--- config.mk ---
export PLATFORM = sky130hd
export DESIGN_NAME = saw_tx_ctrl
export DESIGN_NICKNAME = d
export VERILOG_FILES = /design/src/rtl/saw_tx_ctrl.sv
export SDC_FILE = /design/constraint.sdc
export NUM_CORES = 1
export LEC_CHECK = 0
export ABC_AREA = 1
export BUFFER_PORTS_ARGS = -buffer_cell sky130_fd_sc_hd__buf_2
export CORE_MARGIN = 5
export CORE_UTILIZATION = 43
export CTS_CLUSTER_DIAMETER = 50
export DETAILED_ROUTE_END_ITERATION = 7
export GPL_TIMING_DRIVEN = 0
export PLACE_DENSITY = 0.75
export SLEW_MARGIN = 20
export SYNTH_ARGS = -nofsm -noshare
export SYNTH_HDL_FRONTEND = slang
export SYNTH_SLANG_ARGS = --single-unit
--- constraint.sdc ---
create_clock -name clk -period 1.8 [get_ports clk]
set_input_delay 0.45 -clock clk [delete_from_list [all_inputs] [get_ports clk]]
set_output_delay 0.45 -clock clk [all_outputs]
set_load 0.01 [all_outputs]
--- src/rtl/saw_tx_ctrl.sv ---
// Stop-and-wait ARQ sender: issues one payload at a time with an alternating sequence bit,
// then retransmits on NAK or timeout until it is acknowledged or the retry budget runs out.
module saw_tx_ctrl #(
  parameter int BW        = 40,
  parameter int TIMEOUT   = 64,
  parameter int MAX_RETRY = 3
) (
  input  logic                                                 clk,
  input  logic                                                 rst,
  input  logic                                                 req_valid,
  output logic                                                 req_ready,
  input  logic [BW-1:0]                                        req_data,
  output logic                                                 tx_valid,
  output logic [BW-1:0]                                        tx_payload,
  output logic                                                 tx_seq,
  input  logic                                                 ack_valid,
  input  logic                                                 ack_nak,
  input  logic                                                 ack_seq,
  output logic                                                 done,
  output logic                                                 fail,
  output logic [((MAX_RETRY > 0) ? $clog2(MAX_RETRY+1) : 1)-1:0] retry_cnt
);

  localparam int RW = (MAX_RETRY > 0) ? $clog2(MAX_RETRY + 1) : 1;
  localparam int TW = $clog2(TIMEOUT);

  typedef enum logic [1:0] {
    IDLE = 2'd0,
    SEND = 2'd1,
    WAIT = 2'd2
  } state_t;

  state_t        state;
  state_t        state_nxt;
  logic [TW-1:0] timer;

  logic accept;
  logic ack_hit;
  logic nak_hit;
  logic timeout_hit;
  logic retry_ev;
  logic can_retry;

  // An ACK wins over a coincident timeout; a NAK plus timeout collapses into one retry.
  always_comb begin
    accept      = (state == IDLE) && req_valid;
    ack_hit     = (state == WAIT) && ack_valid && !ack_nak && (ack_seq == tx_seq);
    nak_hit     = (state == WAIT) && ack_valid &&  ack_nak && (ack_seq == tx_seq);
    timeout_hit = (state == WAIT) && (timer == TW'(TIMEOUT - 1));
    retry_ev    = !ack_hit && (nak_hit || timeout_hit);
    can_retry   = (retry_cnt < RW'(MAX_RETRY));
  end

  always_ff @(posedge clk or posedge rst) begin
    if (rst) begin
      state <= IDLE;
    end else begin
      state <= state_nxt;
    end
  end

  always_comb begin
    state_nxt = state;
    case (state)
      IDLE: begin
        if (accept) begin
          state_nxt = SEND;
        end
      end
      SEND: begin
        state_nxt = WAIT;
      end
      WAIT: begin
        if (ack_hit) begin
          state_nxt = IDLE;
        end else if (retry_ev) begin
          state_nxt = can_retry ? SEND : IDLE;
        end
      end
      default: begin
        state_nxt = IDLE;
      end
    endcase
  end

  always_comb begin
    req_ready = (state == IDLE) && !rst;
    tx_valid  = (state == SEND);
  end

  // Frame bookkeeping; retry_cnt is left alone in IDLE so the last frame's count stays visible.
  always_ff @(posedge clk or posedge rst) begin
    if (rst) begin
      tx_payload <= '0;
      tx_seq     <= 1'b0;
      retry_cnt  <= '0;
      timer      <= '0;
      done       <= 1'b0;
      fail       <= 1'b0;
    end else begin
      done <= ack_hit;
      fail <= retry_ev && !can_retry;
      if (accept) begin
        tx_payload <= req_data;
        retry_cnt  <= '0;
      end else if (retry_ev && can_retry) begin
        retry_cnt <= retry_cnt + 1'b1;
      end
      if (ack_hit) begin
        tx_seq <= ~tx_seq;
      end
      if (state == SEND) begin
        timer <= '0;
      end else if (state == WAIT) begin
        timer <= timer + 1'b1;
      end
    end
  end

  a_strobes_exclusive : assert property (@(posedge clk) disable iff (rst)
    $onehot0({done, fail, tx_valid}));

  a_retry_bounded : assert property (@(posedge clk) disable iff (rst)
    retry_cnt <= RW'(MAX_RETRY));

endmodule
# ---- Word level (Yosys, flattened, before mapping)
# Cells that the tools add are included.
# W data, S select, Z words.
dict set report word_totals {
  mem_count 0
  out_inout_bits 47
  input_bits 46
  latch_bits 0
  word_cells 46
  ram_bits 0
  regBits 53
  mem_bits_ro 0
}
dict set report op_classes {
  div_mod_pow 0
  n_addsub 2
  magnitude_cmp 1
  n_reduce_logical 20
  n_eq_ne 6
  multipliers 0
  n_bitwise 1
  shifts 0
  mux 9
}
# op n
set ops {}
lappend ops {{$mux W6} 2}
lappend ops {{$logic_and A1 B1 Y1} 11}
lappend ops {{$mux W2} 5}
lappend ops {{$add A6 B1 Y6 const B} 1}
lappend ops {{$eq A6 B6 Y1 const B} 1}
lappend ops {{$pmux W2 S3} 1}
lappend ops {{$logic_not A1 Y1} 4}
lappend ops {{$reduce_bool A2 Y1} 2}
lappend ops {{$ne A3 B3 Y1 const B} 1}
lappend ops {{$add A2 B1 Y2 const B} 1}
lappend ops {{$eq A2 B1 Y1 const B} 1}
lappend ops {{$eq A2 B2 Y1 const B} 1}
lappend ops {{$logic_not A2 Y1} 1}
lappend ops {{$lt A2 B2 Y1 const B} 1}
lappend ops {{$ne A2 B2 Y1 const B} 1}
lappend ops {{$reduce_and A2 Y1} 1}
lappend ops {{$eq A1 B1 Y1} 1}
lappend ops {{$logic_or A1 B1 Y1} 1}
lappend ops {{$mux W1} 1}
lappend ops {{$not A1 Y1} 1}

# ---- Depth between registers and ports, before layout
# Gate-level depths: netlist of run 1.
dict set report depth {
  ltp_word 9
  mapped_depth 11
}

# ---- Worst setup path after synthesis of run 1
# Ideal clock, no wire load.
dict set report synth_path {
  path_kind {register to register}
  start {register state[0]}
  end {register timer[5]}
  setup_ns 0.121
  n_path_buf 0
  arrival_time_ns 1.214
  slack_ns 0.464
  path_stages_with_launch 8
  path_cell_list {dfrtp_1 inv_1 ha_1 nand2_1 nor2_1 nand3_1 o21ai_1 a21oi_1}
}
dict set report synth_between {
  elab_chain_len 2
  word_cells_on_any_way 4
  cone_classes {eq/ne: 2; mux: 1; reduce/logical: 1}
}
# item line
set synth_lines {}
lappend synth_lines {{from (decl)} 33} ;# state_t state;
lappend synth_lines {{from (signal assigned)} 58} ;# state <= state_nxt;
lappend synth_lines {{$eq A2 B1 Y1 or $eq A2 B2 Y1 (tied branches)} {112, 114}}
lappend synth_lines {{$mux W6 or $reduce_bool A2 Y1 (tied branches)} -}
lappend synth_lines {{to (signal assigned)} 115} ;# timer <= timer + 1'b1;
lappend synth_lines {{to (decl)} 35} ;# logic [TW-1:0] timer;
# Parallel ways exist; a longest one is shown, timed or not.
# A chain may end at the register's enable or synchronous reset.

# ---- Worst setup path in the final report of run 1
dict set report layout_path {
  start {register state[1]}
  end {output port req_ready}
}
dict set report layout_between {
  elab_chain_len 2
}
# item line
set layout_lines {}
lappend layout_lines {{$logic_not A2 Y1} 87} ;# req_ready = (state == IDLE) && !rst;
lappend layout_lines {{$logic_and A1 B1 Y1} 87}
lappend layout_lines {{to (decl)} 11} ;# output logic req_ready,
# Every way passes these cells.

==> flow_metrics.tcl, run 1 <==
set metrics [dict create \
    h-tree-depth 2 \
    maxSlewViolCount 0 \
    reg2reg_slack_ns 0.31 \
    grt_use_met2_pct 23.8 \
    synth_cell_type_count 21 \
    fillCellCount 488 \
    placedCellCount 436 \
    synthFlopType "dfrtp_1" \
    yosysSeqAreaShare_pct 58.2 \
    synth-simple-area-share_pct 30.3 \
    p_sw_share_pct 40.2 \
    critPathKind "flop to output pin" \
    final_cells 445 \
    r2r_cells 9 \
    synth_xor_area_share_pct 0 \
    dr.pass1.iters 4 \
    synth_area_leader_cell "dfrtp_1" \
    routedWlPerCell_um 11.4 \
    fin_skew_ns 0.0138 \
    gp_congestion 0.737 \
    dr.first_iter.drc_count 52 \
    synth_area_um2 2280 \
    nets 426 \
    final_core_util_pct 57.2 \
    peakVddDrop_mv 0.689 \
    cts_tree "yes" \
    die_h_um 82.8 \
    slew_headroom_pct 60.9 \
    grt_max_degree 28 \
    synth.mux.area_fraction_pct 0.439 \
    post-dp-hpwl_um 3880 \
    synth_fa_ha_area_share_pct 3.29 \
    dr_total_vias 1956 \
    routed_wirelength_um 5070 \
    ant_nets 0 \
    cts-root-buf "clkbuf_8" \
    register_area_um2 1330 \
    die-area_um2 6860 \
    slowest_stage "dfrtp_1" \
    r2r-end "retry_cnt[1]" \
    comb_power_share_pct 43.9 \
    gr-usage-met1_pct 18.7 \
    critPathRequiredTime_ns 1.35 \
    p_leak_uw 0.00177 \
    fp.coreArea_um2 5140 \
    rows 26 \
    cts_made_buffers 5 \
    antenna_found_initial 0 \
    grt_pass1_wl_um 8490 \
    ys_ff_latch 53 \
    critPathCaptureType "output pin" \
    rsz0062_at_grt "no" \
    p_int_uw 2820 \
    yosysTopAreaCellShare_pct 58.2 \
    path_buf_inv 3 \
    multiInputGateArea_um2 835 \
    holdCritPathClass "input port to asynchronous set/reset pin" \
    first_global_vias 1887 \
    clk_pin_slew_worst_paths_ns 0.09 \
    worstReg2RegStart "state[0]" \
    synth_area_leaders "dfrtp_1 (58%), nand2_1 (25%), ha_1 (3.3%)" \
    powerDensity_nw_per_um2 1600 \
    overflow 0 \
    cp_max_fo 4 \
    synthCells 273 \
    switchingPower_uw 1890 \
    grt.busiest_layer "met2" \
    drcViolationCount 0 \
    ctsLongestPathBuffers 2 \
    timing.hold.ws_ns 0.217 \
    fmax_ghz 0.591 \
    viasPerCell 4.40 \
    initial_utilization_pct 44.4 \
    finalHoldViolCount 0 \
    n_antenna_cell 0 \
    cpPeakStageDelay_ns 0.41 \
    synthArstFlopShare_pct 100 \
    port_buffers 92 \
    pwr-share-clk_pct 13.2 \
    clk_latency_ns 0.30 \
    die_x_um 82.8 \
    yosys_warnings 0 \
    setup_violations 0 \
    fin_crit_sh_pct 94.0 \
    cts_hold_buf 0 \
    globalRouteTotalUtil_pct 14.7 \
    cp_cell_sequence "inv_2 > ha_1 > inv_1 > nor2_1 > buf_2" \
    grt_use_met3_pct 4.55 \
    tightest_slew_ns 0.585 \
    crit_family "flip-flops" \
    critPathLaunchType "flop" \
    status "completed" \
    syn_nets 325 \
    maxCapViolations 0 \
    cts_sinks 53 \
    synth_top_family_by_area "simple AND/OR/NAND/NOR gates" \
    layout_min_cycle_time_ns 1.69 \
    p_seq_share_pct 43.0 \
    io_pins 93 \
    synth_edf_count 0 \
    synth_compound_area_share_pct 2.58 \
    syn2layout_area_growth_pct 28.9 \
    arrival_ns 1.24 \
    syn_avg_cell_area_um2 8.35 \
    drive_gt1_share_pct 32.0 \
]
-- layout make-up --
cell class / count / area share, %
Buffer: 8 / 1.36
Clock inverter: 2 / 0.341
Tap cell: 70 / 2.98
Multi-Input combinational cell: 191 / 28.4
Inverter: 21 / 2.68
Timing Repair Buffer: 94 / 16.6
Sequential cell: 53 / 45.1
Clock buffer: 6 / 2.47
-- logic make-up (layout without fill, tap and decap cells) --
family | after synthesis | count (layout)
adder cells (fa/ha/maj) | 6 | 6
multiplexers | 1 | 1
buffers and inverters | 29 | 131
AO/OA/AOI/OAI | 11 | 11
flip-flops | 53 | 53
AND/OR/NAND/NOR | 173 | 173
-- synth_stat cells, types with 2 or more instances --
master / count
inv_2: 2
dfrtp_1: 53
ha_1: 6
buf_2: 8
a21oi_1: 4
nand2_2: 2
inv_1: 18
o21ai_0: 5
nand2_1: 149
nor2_1: 9
nand3_1: 6
nor3_1: 2
-- worst max path at each step --
stage / startpoint / slack, ns / depth (start not counted) / endpoint
after floorplan: rst / 0.06 / 1 / done
after global routing: state[1] / 0.01 / 5 / req_ready
final: state[1] / 0.11 / 5 / req_ready
after global placement: rst / -0.60 / 2 / tx_payload[30]
after detailed placement: state[0] / 0.28 / 7 / tx_payload[35]
after CTS: state[0] / 0.04 / 5 / req_ready
-- through the flow --
step / TNS [ns] / power (uW) / area [um2] / setup slack [ns]
global placement: -31.91 / 4030 / 2830 / -0.604
CTS: 0 / 4760 / 2930 / 0.0418
finish: 0 / 4700 / 2940 / 0.108
floorplan: 0 / 3280 / 2280 / 0.0638
detailed placement: 0 / 4110 / 2850 / 0.276
global route: 0 / 5100 / 2940 / 0.0144
-- worst register-to-register path, stage by stage, from the launching register on --
cell	delay (ns)
dfrtp_1	0.40
inv_1	0.09
ha_1	0.23
nand2_1	0.12
nor2_4	0.15
nand2_4	0.08
nand3_2	0.09
nand2_1	0.08
nand2_1	0.09
nand2_1	0.05
-- power by group through the flow --
stage | sequential, uW | clock, uW | combinational, uW
finish | 2020 | 620 | 2060
global route | 2080 | 688 | 2330
CTS | 2020 | 652 | 2090
detailed placement | 2030 | 0 | 2080
global placement | 2030 | 0 | 2000
floorplan | 2240 | 0 | 1040
-- state kept, by name (all words and copies together) (netlist names) --
register and count:
done 1, timer 6, fail 1, state 2, retry_cnt 2, tx_seq 1
tx_payload 40
-- cell usage in the layout (no fill, tap or decap), drive strengths merged --
cell and n:
mux2i 1, or2 1, ha 6, inv 20
nand3 7, dfrtp 53, nor2 11, a21oi 5
clkbuf 6, nand2 152, clkinv 3, nor3 2
o21ai 6, buf 102
-- per-layer routing --
| layer | wire [um] | vias to the layer above | part of all wire, % |
|---|---|---|---|
| met4 | 44 | 0 | 0.87 |
| met3 | 412 | 5 | 8.1 |
| met5 | 0 | - | 0 |
| li1 | - | 1025 | - |
| met2 | 2280 | 69 | 45 |
| met1 | 2330 | 857 | 46 |
-- timing repair --
action,CTS,global route
endpoints found under the setup margin,0,1
setup buffers,0,1
resized for setup,0,1
Note: power is estimated with default switching activity, not from simulation.
==> run 2, diff against run 1 <==
--- a/config.mk
+++ b/config.mk
@@ -7,11 +7,13 @@
 export LEC_CHECK = 0
 export ABC_AREA = 1
 export BUFFER_PORTS_ARGS = -buffer_cell sky130_fd_sc_hd__buf_2
+export CAP_MARGIN = 20
 export CORE_MARGIN = 5
 export CORE_UTILIZATION = 43
 export CTS_CLUSTER_DIAMETER = 50
 export DETAILED_ROUTE_END_ITERATION = 7
 export GPL_TIMING_DRIVEN = 0
+export MAX_ROUTING_LAYER = met4
 export PLACE_DENSITY = 0.75
 export SLEW_MARGIN = 20
 export SYNTH_ARGS = -nofsm -noshare
==> run 2 against run 1 <==
Against the previous run: sequential power barely moved; critical path depth did not move; count of clock-buffer cells in the layout did not move; via count fell by 0.10%; non-clock buffer count did not move; final cell count did not move; die area did not move; critical path type unchanged; largest power group unchanged.
==> flow_metrics.tcl, run 2 (synthesis gave the netlist of run 1 again) <==
set metrics [dict create \
    h-tree-depth 2 \
    port_buffers 92 \
    routed_wirelength_um 5070 \
    final_core_util_pct 57.2 \
    arrival_ns 1.24 \
    io_pins 93 \
    critPathKind "flop to output pin" \
    clk_pin_slew_worst_paths_ns 0.10 \
    die-area_um2 6860 \
    ant_nets 0 \
    top_register "tx_payload" \
    gp_congestion 0.746 \
    fin_tns_setup_ns 0 \
    critPathLaunchType "flop" \
    dp_worst_setup_slack_ns 0.276 \
    critPathRequiredTime_ns 1.35 \
    reg.largest.list "tx_payload: 40 flops, timer: 6 flops" \
    viasPerCell 4.39 \
    dr.pass1.iters 4 \
    globalRouteTotalUtil_pct 15.1 \
    status "completed" \
    post_dp_cell_area_um2 2850 \
    r2r-end "retry_cnt[1]" \
    cts_made_buffers 5 \
    initial_utilization_pct 44.4 \
    syn2layout_area_growth_pct 28.9 \
    slew_headroom_pct 61.0 \
    first_global_vias 1885 \
    setup_violations 0 \
    cts_tree "yes" \
    largest_register_ffs 40 \
    grt_pass1_wl_um 8490 \
    fp.coreArea_um2 5140 \
    reg2reg_slack_ns 0.32 \
    critPathCaptureType "output pin" \
    p_leak_uw 0.00177 \
    tightest_slew_ns 0.585 \
    final.setup.worst_slack_ns 0.108 \
    finalHoldViolCount 0 \
    drcViolationCount 0 \
    grt_max_degree 28 \
    layout_min_cycle_time_ns 1.69 \
    clk_latency_ns 0.30 \
    final_cells 445 \
    peakVddDrop_mv 0.689 \
    cts_sinks 53 \
    fmax_ghz 0.591 \
    fin_area_um2 2940 \
    routedWlPerCell_um 11.4 \
    r2r_cells 9 \
    post-dp-hpwl_um 3880 \
    dr.first_iter.drc_count 68 \
    drive_gt1_share_pct 32.0 \
    holdCritPathClass "input port to asynchronous set/reset pin" \
    fin_skew_ns 0.0163 \
    cts_hold_buf 0 \
    powerDensity_nw_per_um2 1600 \
    nets 426 \
    antenna_found_initial 0 \
    rows 26 \
    cp_max_fo 4 \
    overflow 0 \
    maxSlewViolCount 0 \
    maxCapViolations 0 \
    die_h_um 82.8 \
    final_common_cell "nand2_1" \
    fin_crit_sh_pct 94.0 \
    die_x_um 82.8 \
    worstReg2RegStart "state[0]" \
    rsz0062_at_grt "no" \
    placedCellCount 436 \
    ctsLongestPathBuffers 2 \
    dr_total_vias 1954 \
    cts-root-buf "clkbuf_8" \
    n_antenna_cell 0 \
    final_cell_mix "nand2_1 (149), buf_2 (100), dfrtp_1 (53)" \
]
## run 2: cell counts in the layout (fill, tap and decap cells not counted)
Identical to the previous run, type by type.
## run 2: worst max-delay path: stages (launching register included)
cell     delay, ns
dfrtp_1       0.41
inv_2         0.06
ha_1          0.19
inv_1         0.11
nor2_1        0.05
buf_2         0.13
## run 2: final cells by class
class	instances	area, um2
Clock inverter	2	10.0
Fill cell	488	2200
Sequential cell	53	1330
Multi-Input combinational cell	191	835
Buffer	8	40.0
Inverter	21	78.8
Timing Repair Buffer	94	488
Tap cell	70	87.6
Clock buffer	6	72.6
## run 2: timing repair
item / in CTS / in global routing
setup buffers: 0 / 1
gates resized for setup: 0 / 1
setup endpoints to repair: 0 / 1
## run 2: through the flow
step | hold slack (ns) | total power, uW
after floorplan | 0.475 | 3280
after global routing | 0.267 | 5100
after CTS | 0.233 | 4760
after detailed placement | 0.460 | 4110
final | 0.213 | 4710
after global placement | 0.458 | 4030
## run 2: metal layers
layer / routed length (um) / GRT usage [%] / up-vias / share of wire, %
li1: - / - / 1026 / -
met1: 2360 / 19.2 / 854 / 47
met2: 2270 / 23.6 / 69 / 45
met3: 393 / 4.16 / 5 / 7.7
met4: 44 / 4.90 / 0 / 0.87
met5: 0 / - / - / 0
## run 2: report_power, final
part           leakage (uW)  switching [uW]  internal, uW
combinational       0.00106            1230           830
sequential         0.000665             306          1720
clock             0.0000450             356           270
## run 2: worst max path at each step
stage	startpoint	slack, ns	to
global route	state[1]	0.01	req_ready
floorplan	rst	0.06	done
global placement	rst	-0.60	tx_payload[30]
finish	state[1]	0.11	req_ready
detailed placement	state[0]	0.28	tx_payload[35]
CTS	state[0]	0.04	req_ready
